### src/rtl/oam_line_scanner.sv
// oam_line_scanner: per-line OAM search engine.
// On a start pulse, reads every OAM entry once, tests its Y against the latched line for 8x8 or
// 8x16 sprites and stores up to MaxPerLine hits (OAM index, X, row within sprite) in OAM order.
// The stored hits are exposed through a combinational random-access read port.
//
// Ports
//   clk_i, rst_ni        clock, asynchronous active-low reset
//   start_i              1-cycle pulse, begins a search (ignored unless idle)
//   line_i               LY for the search, sampled with start_i
//   sprite_size_i        0 = 8x8, 1 = 8x16, sampled with start_i
//   sprite_enable_i      sprite enable, sampled with start_i
//   oam_rd_o/oam_addr_o  OAM read strobe and entry index
//   oam_y_i/oam_x_i      Y/X of the entry addressed in the previous cycle
//   busy_o, done_o       search in progress / 1-cycle completion pulse
//   hit_count_o          hits stored for this line
//   overflow_o           more than MaxPerLine hits on this line (sticky until next start)
//   rd_idx_i             hit-buffer read select
//   rd_oam_index_o, rd_x_o, rd_row_o  contents of hit rd_idx_i
module oam_line_scanner #(
  parameter int unsigned NumSprites = 40,
  parameter int unsigned MaxPerLine = 10,
  parameter int unsigned YOffset    = 16,
  localparam int unsigned IW = (NumSprites > 1) ? $clog2(NumSprites) : 1,
  localparam int unsigned CW = $clog2(MaxPerLine + 1)
) (
  input  logic          clk_i,
  input  logic          rst_ni,
  input  logic          start_i,
  input  logic [7:0]    line_i,
  input  logic          sprite_size_i,
  input  logic          sprite_enable_i,
  output logic          oam_rd_o,
  output logic [IW-1:0] oam_addr_o,
  input  logic [7:0]    oam_y_i,
  input  logic [7:0]    oam_x_i,
  output logic          busy_o,
  output logic          done_o,
  output logic [CW-1:0] hit_count_o,
  output logic          overflow_o,
  input  logic [CW-1:0] rd_idx_i,
  output logic [IW-1:0] rd_oam_index_o,
  output logic [7:0]    rd_x_o,
  output logic [3:0]    rd_row_o
);

  // Buffer is sized to the full read-select range so any rd_idx_i is a legal index;
  // slots at or above MaxPerLine are never written and read back as zero.
  localparam int unsigned   Slots    = 2 ** CW;
  localparam logic [IW-1:0] LastAddr = IW'(NumSprites - 1);
  localparam logic [CW-1:0] MaxCount = CW'(MaxPerLine);
  localparam logic [8:0]    YOff9    = 9'(YOffset);

  typedef enum logic [1:0] {StIdle, StScan, StDrain, StDone} state_e;

  state_e        state_q, state_d;
  logic [IW-1:0] addr_q, addr_d;
  logic [7:0]    line_q, line_d;
  logic          size_q, size_d;
  logic          en_q, en_d;
  logic          eval_q, eval_d;          // oam_y_i/oam_x_i carry a freshly read entry
  logic [IW-1:0] eval_idx_q, eval_idx_d;  // index of that entry
  logic [CW-1:0] hit_count_q, hit_count_d;
  logic          ovf_q, ovf_d;

  logic [IW-1:0] idx_mem_q [Slots];
  logic [7:0]    x_mem_q   [Slots];
  logic [3:0]    row_mem_q [Slots];

  logic [8:0] diff;
  logic       hit;
  logic       wr_en;

  // A Y below the line bias wraps to a large value and never hits.
  assign diff = {1'b0, line_q} + YOff9 - {1'b0, oam_y_i};
  assign hit  = eval_q && en_q && (diff < (size_q ? 9'd16 : 9'd8));

  always_comb begin
    state_d     = state_q;
    addr_d      = addr_q;
    line_d      = line_q;
    size_d      = size_q;
    en_d        = en_q;
    hit_count_d = hit_count_q;
    ovf_d       = ovf_q;
    wr_en       = 1'b0;
    eval_d      = (state_q == StScan);
    eval_idx_d  = addr_q;

    if (hit) begin
      if (hit_count_q < MaxCount) begin
        wr_en       = 1'b1;
        hit_count_d = hit_count_q + CW'(1);
      end else begin
        ovf_d = 1'b1;
      end
    end

    unique case (state_q)
      StIdle: begin
        if (start_i) begin
          state_d     = StScan;
          addr_d      = '0;
          line_d      = line_i;
          size_d      = sprite_size_i;
          en_d        = sprite_enable_i;
          hit_count_d = '0;
          ovf_d       = 1'b0;
        end
      end
      StScan: begin
        if (addr_q == LastAddr) begin
          state_d = StDrain;
        end else begin
          addr_d = addr_q + IW'(1);
        end
      end
      StDrain: state_d = StDone;
      StDone:  state_d = StIdle;
      default: state_d = StIdle;
    endcase
  end

  always_ff @(posedge clk_i or negedge rst_ni) begin
    if (!rst_ni) begin
      state_q     <= StIdle;
      addr_q      <= '0;
      line_q      <= '0;
      size_q      <= 1'b0;
      en_q        <= 1'b0;
      eval_q      <= 1'b0;
      eval_idx_q  <= '0;
      hit_count_q <= '0;
      ovf_q       <= 1'b0;
    end else begin
      state_q     <= state_d;
      addr_q      <= addr_d;
      line_q      <= line_d;
      size_q      <= size_d;
      en_q        <= en_d;
      eval_q      <= eval_d;
      eval_idx_q  <= eval_idx_d;
      hit_count_q <= hit_count_d;
      ovf_q       <= ovf_d;
    end
  end

  always_ff @(posedge clk_i or negedge rst_ni) begin
    if (!rst_ni) begin
      for (int i = 0; i < Slots; i++) begin
        idx_mem_q[i] <= '0;
        x_mem_q[i]   <= '0;
        row_mem_q[i] <= '0;
      end
    end else if (wr_en) begin
      idx_mem_q[hit_count_q] <= eval_idx_q;
      x_mem_q[hit_count_q]   <= oam_x_i;
      row_mem_q[hit_count_q] <= diff[3:0];
    end
  end

  assign oam_rd_o       = (state_q == StScan);
  assign oam_addr_o     = addr_q;
  assign busy_o         = (state_q == StScan) || (state_q == StDrain);
  assign done_o         = (state_q == StDone);
  assign hit_count_o    = hit_count_q;
  assign overflow_o     = ovf_q;
  assign rd_oam_index_o = idx_mem_q[rd_idx_i];
  assign rd_x_o         = x_mem_q[rd_idx_i];
  assign rd_row_o       = row_mem_q[rd_idx_i];

endmodule

### config.mk
export PLATFORM = sky130hd
export DESIGN_NAME = oam_line_scanner
export DESIGN_NICKNAME = d
export VERILOG_FILES = /design/src/rtl/oam_line_scanner.sv
export SDC_FILE = /design/constraint.sdc
export NUM_CORES = 1
export LEC_CHECK = 0
export ABC_AREA = 1
export BUFFER_PORTS_ARGS = -buffer_cell sky130_fd_sc_hd__buf_4
export CAP_MARGIN = 5
export CORE_MARGIN = 10
export CORE_UTILIZATION = 30
export DETAILED_ROUTE_END_ITERATION = 16
export GPL_ROUTABILITY_DRIVEN = 0
export HOLD_SLACK_MARGIN = 0.12
export RECOVER_POWER = 100
export SLEW_MARGIN = 15
export SYNTH_ARGS = -nofsm -noshare
export SYNTH_HDL_FRONTEND = slang
export SYNTH_SLANG_ARGS = --single-unit
### constraint.sdc
create_clock -name clk_i -period 6.8 [get_ports clk_i]
set_input_delay 0 -clock clk_i [delete_from_list [all_inputs] [get_ports clk_i]]
set_output_delay 0 -clock clk_i [all_outputs]
set_load 0.02 [all_outputs]
==> results.toml, run 1 <==
[synth]
synth_ff_type = "dfrtp_1"
yosysWarningCount = 0
syn_area_mm2 = 0.01605
synth-edff-count = 0
ys_ff_latch = 318
netlist_instances = 1922
synth_fp_nets = 1982
avgSynthCellArea_um2 = 8.350
synth_cell_types = 36
ys_seq_area_frac = 0.4959
async_reset_ff_frac = 1.000

[cts]
clk_latency_ns = 0.53
htree_levels = 2
clock_sinks = 318
cts-root-buf = "clkbuf_16"
cts_setup_buffers = 0
clockBufferDepth = 3
cts_tree = "done"
cts_resized = 0
postCtsHoldBufs = 27
numCtsBuffers = 36
clkTransAtPathRegs_ns = 0.06

[floorplan]
core.rowCount = 84
fp.dieArea_mm2 = 0.06314
coreArea_mm2 = 0.05276
die_width_um = 251.3
initial_core_util = 0.3042
fp.dieH_um = 251.3
ios = 65

[routing]
drt_pass1_iterations = 5
drc = 0
wire_per_inst_um = 17.91
routed-via-count = 12870
drt_iter0_drc = 1134
ant_nets = 0
routed_via_density = 5.014
wl_um = 45950

[worst_setup_path]
end_kind = "output port"
critical_path_class = "primary input to output port"
cp-start-kind = "primary input"
r2r_setup_slack_ns = 1.72
crit_fanout = 48
rr_startpoint = "line_q[3]"
reg2reg_depth = 15
required_ns = 6.80
rr_endpoint = "x_mem_q[75]"
arrival_ns = 5.25

[timing]
rsz0062_at_grt = "no"
slew_viol_final = 346
finalHoldViolCount = 0
fin_crit_ns = 5.253
fin_crit_sh = 0.7725
relSlewSlack = -1.210
finalClockSkew_ns = 0.03672
tns_ns = 0
timing.fmax_mhz = 190.4
worstMarginPinSlew_ns = 3.315
setup_viol = 0

[placed_design]
place_area_mm2 = 0.01664
dp_hpwl_um = 26800
portBuffers = 64
dp_cells = 2481

[worst_hold_path]
min_from = "sprite_size_i"
hp-class = "primary input to flip-flop"
holdPathStages = 4
worstHoldEndpoint = "size_q"

[global_route]
track_usage = 0.1450
antenna_found_initial = 1
grt_use_met2 = 0.2261
grt_util_met1 = 0.1963
top_usage_layer = "met2"
use_met3 = 0.03456
grt_pass1_wl_um = 74080
grt-ovfl-total = 0
grt_pass1_vias = 13190
grt_max_degree = 126

[layout]
drive_gt1_frac = 0.06283
syn_to_final_growth_pct = 10.74
layout_common_cells = "nand2_1, dfrtp_1, inv_1, nand4_1, o21ai_0"
final_common_cell = "nand2_1"
utilization = 0.3368
final_area_mm2 = 0.01777
fillCellCount = 5483
num-nets-final = 1918
fin_cells = 2566
antenna_cells = 0

[power_and_ir_drop]
leakagePower_nw = 8.992
peakVddDrop_mv = 0.2017
power.density_mw_per_mm2 = 293.8
fin_total_pwr_mw = 5.221

[run_status]
outcome = "finished, violations left"
violations = "capacitance limit, slew limit"

[run]
cap_viol_max_count = 6
cell families after synthesis:
logic type / after synthesis / share of synthesized area
AO/OA/AOI/OAI: 247 / 0.08865
XOR/XNOR: 2 / 0.001092
adder cells (fa/ha/maj): 27 / 0.02152
buffers and inverters: 418 / 0.1067
flip-flops: 318 / 0.4959
multiplexers: 72 / 0.04491
AND/OR/NAND/NOR: 838 / 0.2412
final cells by class:
type / count / area [um2] / share of cell area
Sequential cell: 318 / 7958 / 0.4478
Multi-Input combinational cell: 1186 / 6267 / 0.3526
Inverter: 206 / 774.5 / 0.04358
Timing Repair Buffer: 110 / 782.0 / 0.04400
Tap cell: 688 / 860.8 / 0.04844
Clock inverter: 4 / 70.07 / 0.003943
Clock buffer: 54 / 1060 / 0.05963
power by group:
part / leakage, nW / internal [mW] / switching (mW)
registers: 4.23 / 1.98 / 0.0792
logic: 4.21 / 0.328 / 0.932
clock network: 0.554 / 1.14 / 0.758
total: 8.99 / 3.45 / 1.77
Yosys cell counts, types with 7 or more instances:
| cell type | number | area share |
|---|---|---|
| buf_6 | 7 | 0.0049 |
| a21oi_1 | 81 | 0.025 |
| clkbuf_1 | 152 | 0.036 |
| nand4_4 | 7 | 0.0093 |
| dfrtp_1 | 318 | 0.50 |
| nor2_1 | 17 | 0.0040 |
| o211ai_1 | 72 | 0.034 |
| ha_1 | 26 | 0.020 |
| nand4_1 | 166 | 0.065 |
| buf_2 | 37 | 0.012 |
| o21ai_0 | 92 | 0.029 |
| mux2i_1 | 72 | 0.045 |
| buf_1 | 8 | 0.0019 |
| nand2_1 | 566 | 0.13 |
| nor2_2 | 7 | 0.0027 |
| nand3_1 | 54 | 0.017 |
| inv_1 | 199 | 0.047 |
worst max-delay path by stage:
| stage | startpoint | endpoint | slack [ns] | cells after the start |
|---|---|---|---|---|
| final | rd_idx_i[2] | rd_row_o[3] | 1.55 | 7 |
| after global routing | rd_idx_i[2] | rd_row_o[3] | 1.27 | 7 |
| after CTS | line_q[3] | x_mem_q[41] | 2.65 | 14 |
| after detailed placement | line_q[3] | x_mem_q[41] | 2.65 | 14 |
| after global placement | line_q[3] | x_mem_q[40] | 2.72 | 14 |
| after floorplan | line_q[3] | row_mem_q[48] | 3.94 | 16 |
metrics by stage:
stage	hold slack [ns]	setup WS, ns
6_report	0.2454	1.547
5_1_grt	0.2789	1.268
4_1_cts	0.2225	2.645
3_5_place_dp	0.1807	2.653
3_3_place_gp	0.1780	2.720
2_1_floorplan	-0.2956	3.944
sequential cells by signal, summed over array words and instances, names as in the netlist:
name	cells
hit_count_o	4
idx_mem_q	96
state_q	2
size_q	1
x_mem_q	128
overflow_o	1
line_q	8
oam_addr_o	6
eval_idx_q	6
row_mem_q	64
eval_q	1
en_q	1
critical path, stage by stage:
cell      delay [ns]
clkbuf_1        2.04
clkinv_1        1.63
clkbuf_1        0.63
o211ai_1        0.32
nand3_1         0.12
nand2_1         0.20
clkbuf_1        0.27
layer usage:
metal	wire length (um)	vias up
met2	20400	430
met3	3413	74
met1	21070	6244
met4	1059	0
li1	-	6117
met5	0	-
No activity file was read; power rests on OpenSTA's default activity.
==> run 2: changes to the inputs <==
--- a/config.mk
+++ b/config.mk
@@ -5,7 +5,7 @@
 export SDC_FILE = /design/constraint.sdc
 export NUM_CORES = 1
 export LEC_CHECK = 0
-export ABC_AREA = 1
+export ABC_AREA = 0
 export BUFFER_PORTS_ARGS = -buffer_cell sky130_fd_sc_hd__buf_4
 export CAP_MARGIN = 5
 export CORE_MARGIN = 10
==> constraint.sdc (replaced) <==
create_clock -name clk_i -period 4.7 [get_ports clk_i]
set_input_delay 0 -clock clk_i [delete_from_list [all_inputs] [get_ports clk_i]]
set_output_delay 0 -clock clk_i [all_outputs]
set_load 0.02 [all_outputs]
==> run 2 against run 1 <==
  * The flow still finishes with violations (capacitance limit, slew limit)
  * Synthesized cell count fell by 50%
  * Critical path depth rose by 3
  * Wire length fell by 33%
  * Worst setup slack worse by 0.87 ns
  * Sequential share of layout area increased by 3.6 points
  * Clock power rose by 42%
  * Power is 36% higher
  * Non-clock buffer count did not move
  * Clock-buffer cell count is 1 lower
  * Via count is 41% lower
  * Sequential power is 47% higher
  * Clock skew down 0.027 ns
==> results.toml, run 2 <==
[worst_setup_path]
cp_common_cell = "ha_1"
end_kind = "flip-flop"
rr_endpoint = "idx_mem_q[38]"
path_buf_inv = 2
r2r_setup_slack_ns = 0.67
critical_path_class = "flip-flop to flip-flop"
slowest_delay_ns = 0.62
cp_top_family = "adder cells"
reg2reg_depth = 10
critPathSlowestCell = "clkbuf_1"
crit_fanout = 13
cp-start-kind = "flip-flop"
rr_startpoint = "line_q[1]"
cp.depth = 10
required_ns = 5.10
path_cells = "ha_1, ha_1, inv_1, fa_1, xnor2_1, o21ai_0, nand3_2, nor4_1, clkbuf_1, mux2_2"
arrival_ns = 4.43

[timing]
fin_crit_ns = 4.026
timing.fmax_mhz = 248.4
relSlewSlack = -0.8446
fin_crit_sh = 0.8565
worstMarginPinSlew_ns = 2.767
finalClockSkew_ns = 0.009822
setup_viol = 0
timing.hold.ws_ns = 0.2305
rsz0062_at_grt = "no"
slew_viol_final = 248
finalHoldViolCount = 0
tns_ns = 0

[layout]
regMostFlops = "x_mem_q"
top_regs = "x_mem_q (128), idx_mem_q (96), row_mem_q (64)"
num-nets-final = 1035
seq_area_mm2 = 0.007958
final_common_cell = "dfrtp_1"
largest_reg_flops = 128
antenna_cells = 0
drive_gt1_frac = 0.3360
syn_to_final_growth_pct = 11.26
fin_cells = 1664
fillCellCount = 4825
layout_common_cells = "dfrtp_1, mux2_2, mux4_2, mux2_1, inv_1"
multiInputGateArea_mm2 = 0.005614

[cts]
cts_setup_buffers = 0
clock_sinks = 318
clkTransAtPathRegs_ns = 0.06
cts-root-buf = "clkbuf_16"
clockBufferDepth = 3
clk_latency_ns = 0.52
htree_levels = 2
cts_tree = "done"
numCtsBuffers = 36

[placed_design]
dp_cells = 1578
dp_hpwl_um = 19840
portBuffers = 64

[global_route]
grt_pass1_wl_um = 50440
antenna_found_initial = 0
track_usage = 0.1069
grt_pass1_vias = 8470
grt-ovfl-total = 0
grt_max_degree = 113

[power_and_ir_drop]
power.density_mw_per_mm2 = 431.1
peakVddDrop_mv = 0.3015
leakagePower_nw = 7.668

[worst_hold_path]
hp-class = "primary input to flip-flop"
holdPathStages = 4
worstHoldEndpoint = "line_q[4]"
min_from = "line_i[4]"

[routing]
drc = 0
wire_per_inst_um = 18.61
routed_via_density = 4.597
wl_um = 30970
drt_iter0_drc = 412
routed-via-count = 7650
ant_nets = 0
drt_pass1_iterations = 4

[synth]
synth_common_cells = "dfrtp_1, mux2_2, clkbuf_1, mux4_2, mux2_4"
synth_top_family_by_area = "multiplexers"
syn_area_mm2 = 0.01477
netlist_instances = 955
synth.most_common_cell = "dfrtp_1"
synth.area.mux_share = 0.3235
synth-edff-count = 0
ys_seq_area_frac = 0.5388
synthAdderAreaFrac = 0.02338
synthXorXnorAreaFrac = 0.002965
synth_cell_types = 47
synth_fp_nets = 1015
synth_area_leaders = "dfrtp_1, mux4_2, mux2_2"
synth_top_area_cell = "dfrtp_1"
synth_top_area_frac = 0.5388
synth-simple-area-share = 0.03897
async_reset_ff_frac = 1.000
synth_ff_type = "dfrtp_1"
ys_ff_latch = 318
synth_compound_gate_area_share = 0.01847
yosysWarningCount = 0
avgSynthCellArea_um2 = 15.47

[run_status]
violations = "capacitance limit, slew limit"
outcome = "finished, violations left"

[run]
cap_viol_max_count = 4

[floorplan]
fp.dieArea_mm2 = 0.05851
fp.dieH_um = 241.9
die_width_um = 241.9
initial_core_util = 0.3024
ios = 65
core.rowCount = 81
coreArea_mm2 = 0.04885
run 2: changes by cell type in the layout (fill, tap and decap cells not counted), sizes merged, moves of 12 or more:
cell	change
nand3	-52
mux2	+199
nor2	-15
nand2	-544
o211ai	-71
clkbuf	+14
o21ai	-75
inv	-153
mux4	+90
a21oi	-74
mux2i	-48
nand4	-175
nor4	+12
run 2: routing by layer:
metal / vias up / global-route usage / wire [um]
li1: 3428 / - / -
met1: 4062 / 0.1484 / 14570
met2: 120 / 0.1683 / 14660
met3: 40 / 0.02293 / 1301
met4: 0 / 0.02386 / 448
met5: - / 0 / 0
run 2: worst max path at each step:
| stage | slack [ns] | startpoint | end |
|---|---|---|---|
| 6_report | 0.67 | line_q[1] | idx_mem_q[38] |
| 5_1_grt | 0.31 | line_q[1] | x_mem_q[32] |
| 3_5_place_dp | 0.73 | line_q[1] | idx_mem_q[64] |
| 3_3_place_gp | 0.84 | line_q[1] | idx_mem_q[69] |
| 4_1_cts | 0.73 | line_q[1] | idx_mem_q[64] |
| 2_1_floorplan | 1.25 | line_q[2] | idx_mem_q[24] |
run 2: final cells by class:
type	count	area share
tap	664	0.05056
inverter	46	0.01051
clock buffer	53	0.06548
clock inverter	10	0.003959
sequential	318	0.4842
multi-input combinational	463	0.3416
timing repair buffer	110	0.04363
run 2: metrics by stage:
step / util / total power [mW] / cell area [um2] / setup slack [ns]
after floorplan: - / 4.309 / 14770 / 1.245
after CTS: 0.3489 / 7.453 / 17040 / 0.7252
after global placement: 0.3206 / 4.656 / 15660 / 0.8419
final: 0.3364 / 7.084 / 16430 / 0.6743
after global routing: 0.3364 / 7.494 / 16430 / 0.3101
after detailed placement: 0.3206 / 4.684 / 15660 / 0.7323
run 2: worst reg2reg max path, delay by kind of cell, from the launching register on:
family / cells / cell delay, ns
multiplexers: 1 / 0.42
flip-flops: 1 / 0.37
AO/OA/AOI/OAI: 1 / 0.35
XOR/XNOR: 1 / 0.35
adder cells (fa/ha/maj): 3 / 0.93
buffers and inverters: 2 / 0.69
AND/OR/NAND/NOR: 2 / 0.79
run 2: cells by family after synthesis:
logic type	after synthesis
multiplexers	313
XOR/XNOR	5
flip-flops	318
AO/OA/AOI/OAI	42
AND/OR/NAND/NOR	76
adder cells (fa/ha/maj)	27
buffers and inverters	174
run 2: timing repair:
item	CTS	global route
hold buffers	23	0
resized for setup	0	0
endpoints found under the hold margin	209	0
run 2: report_power, final:
part | leakage [nW] | total (mW) | switching [mW] | internal, mW
registers | 4.28 | 3.03 | 0.134 | 2.89
clock network | 0.558 | 2.69 | 1.11 | 1.59
logic | 2.83 | 1.36 | 0.854 | 0.509
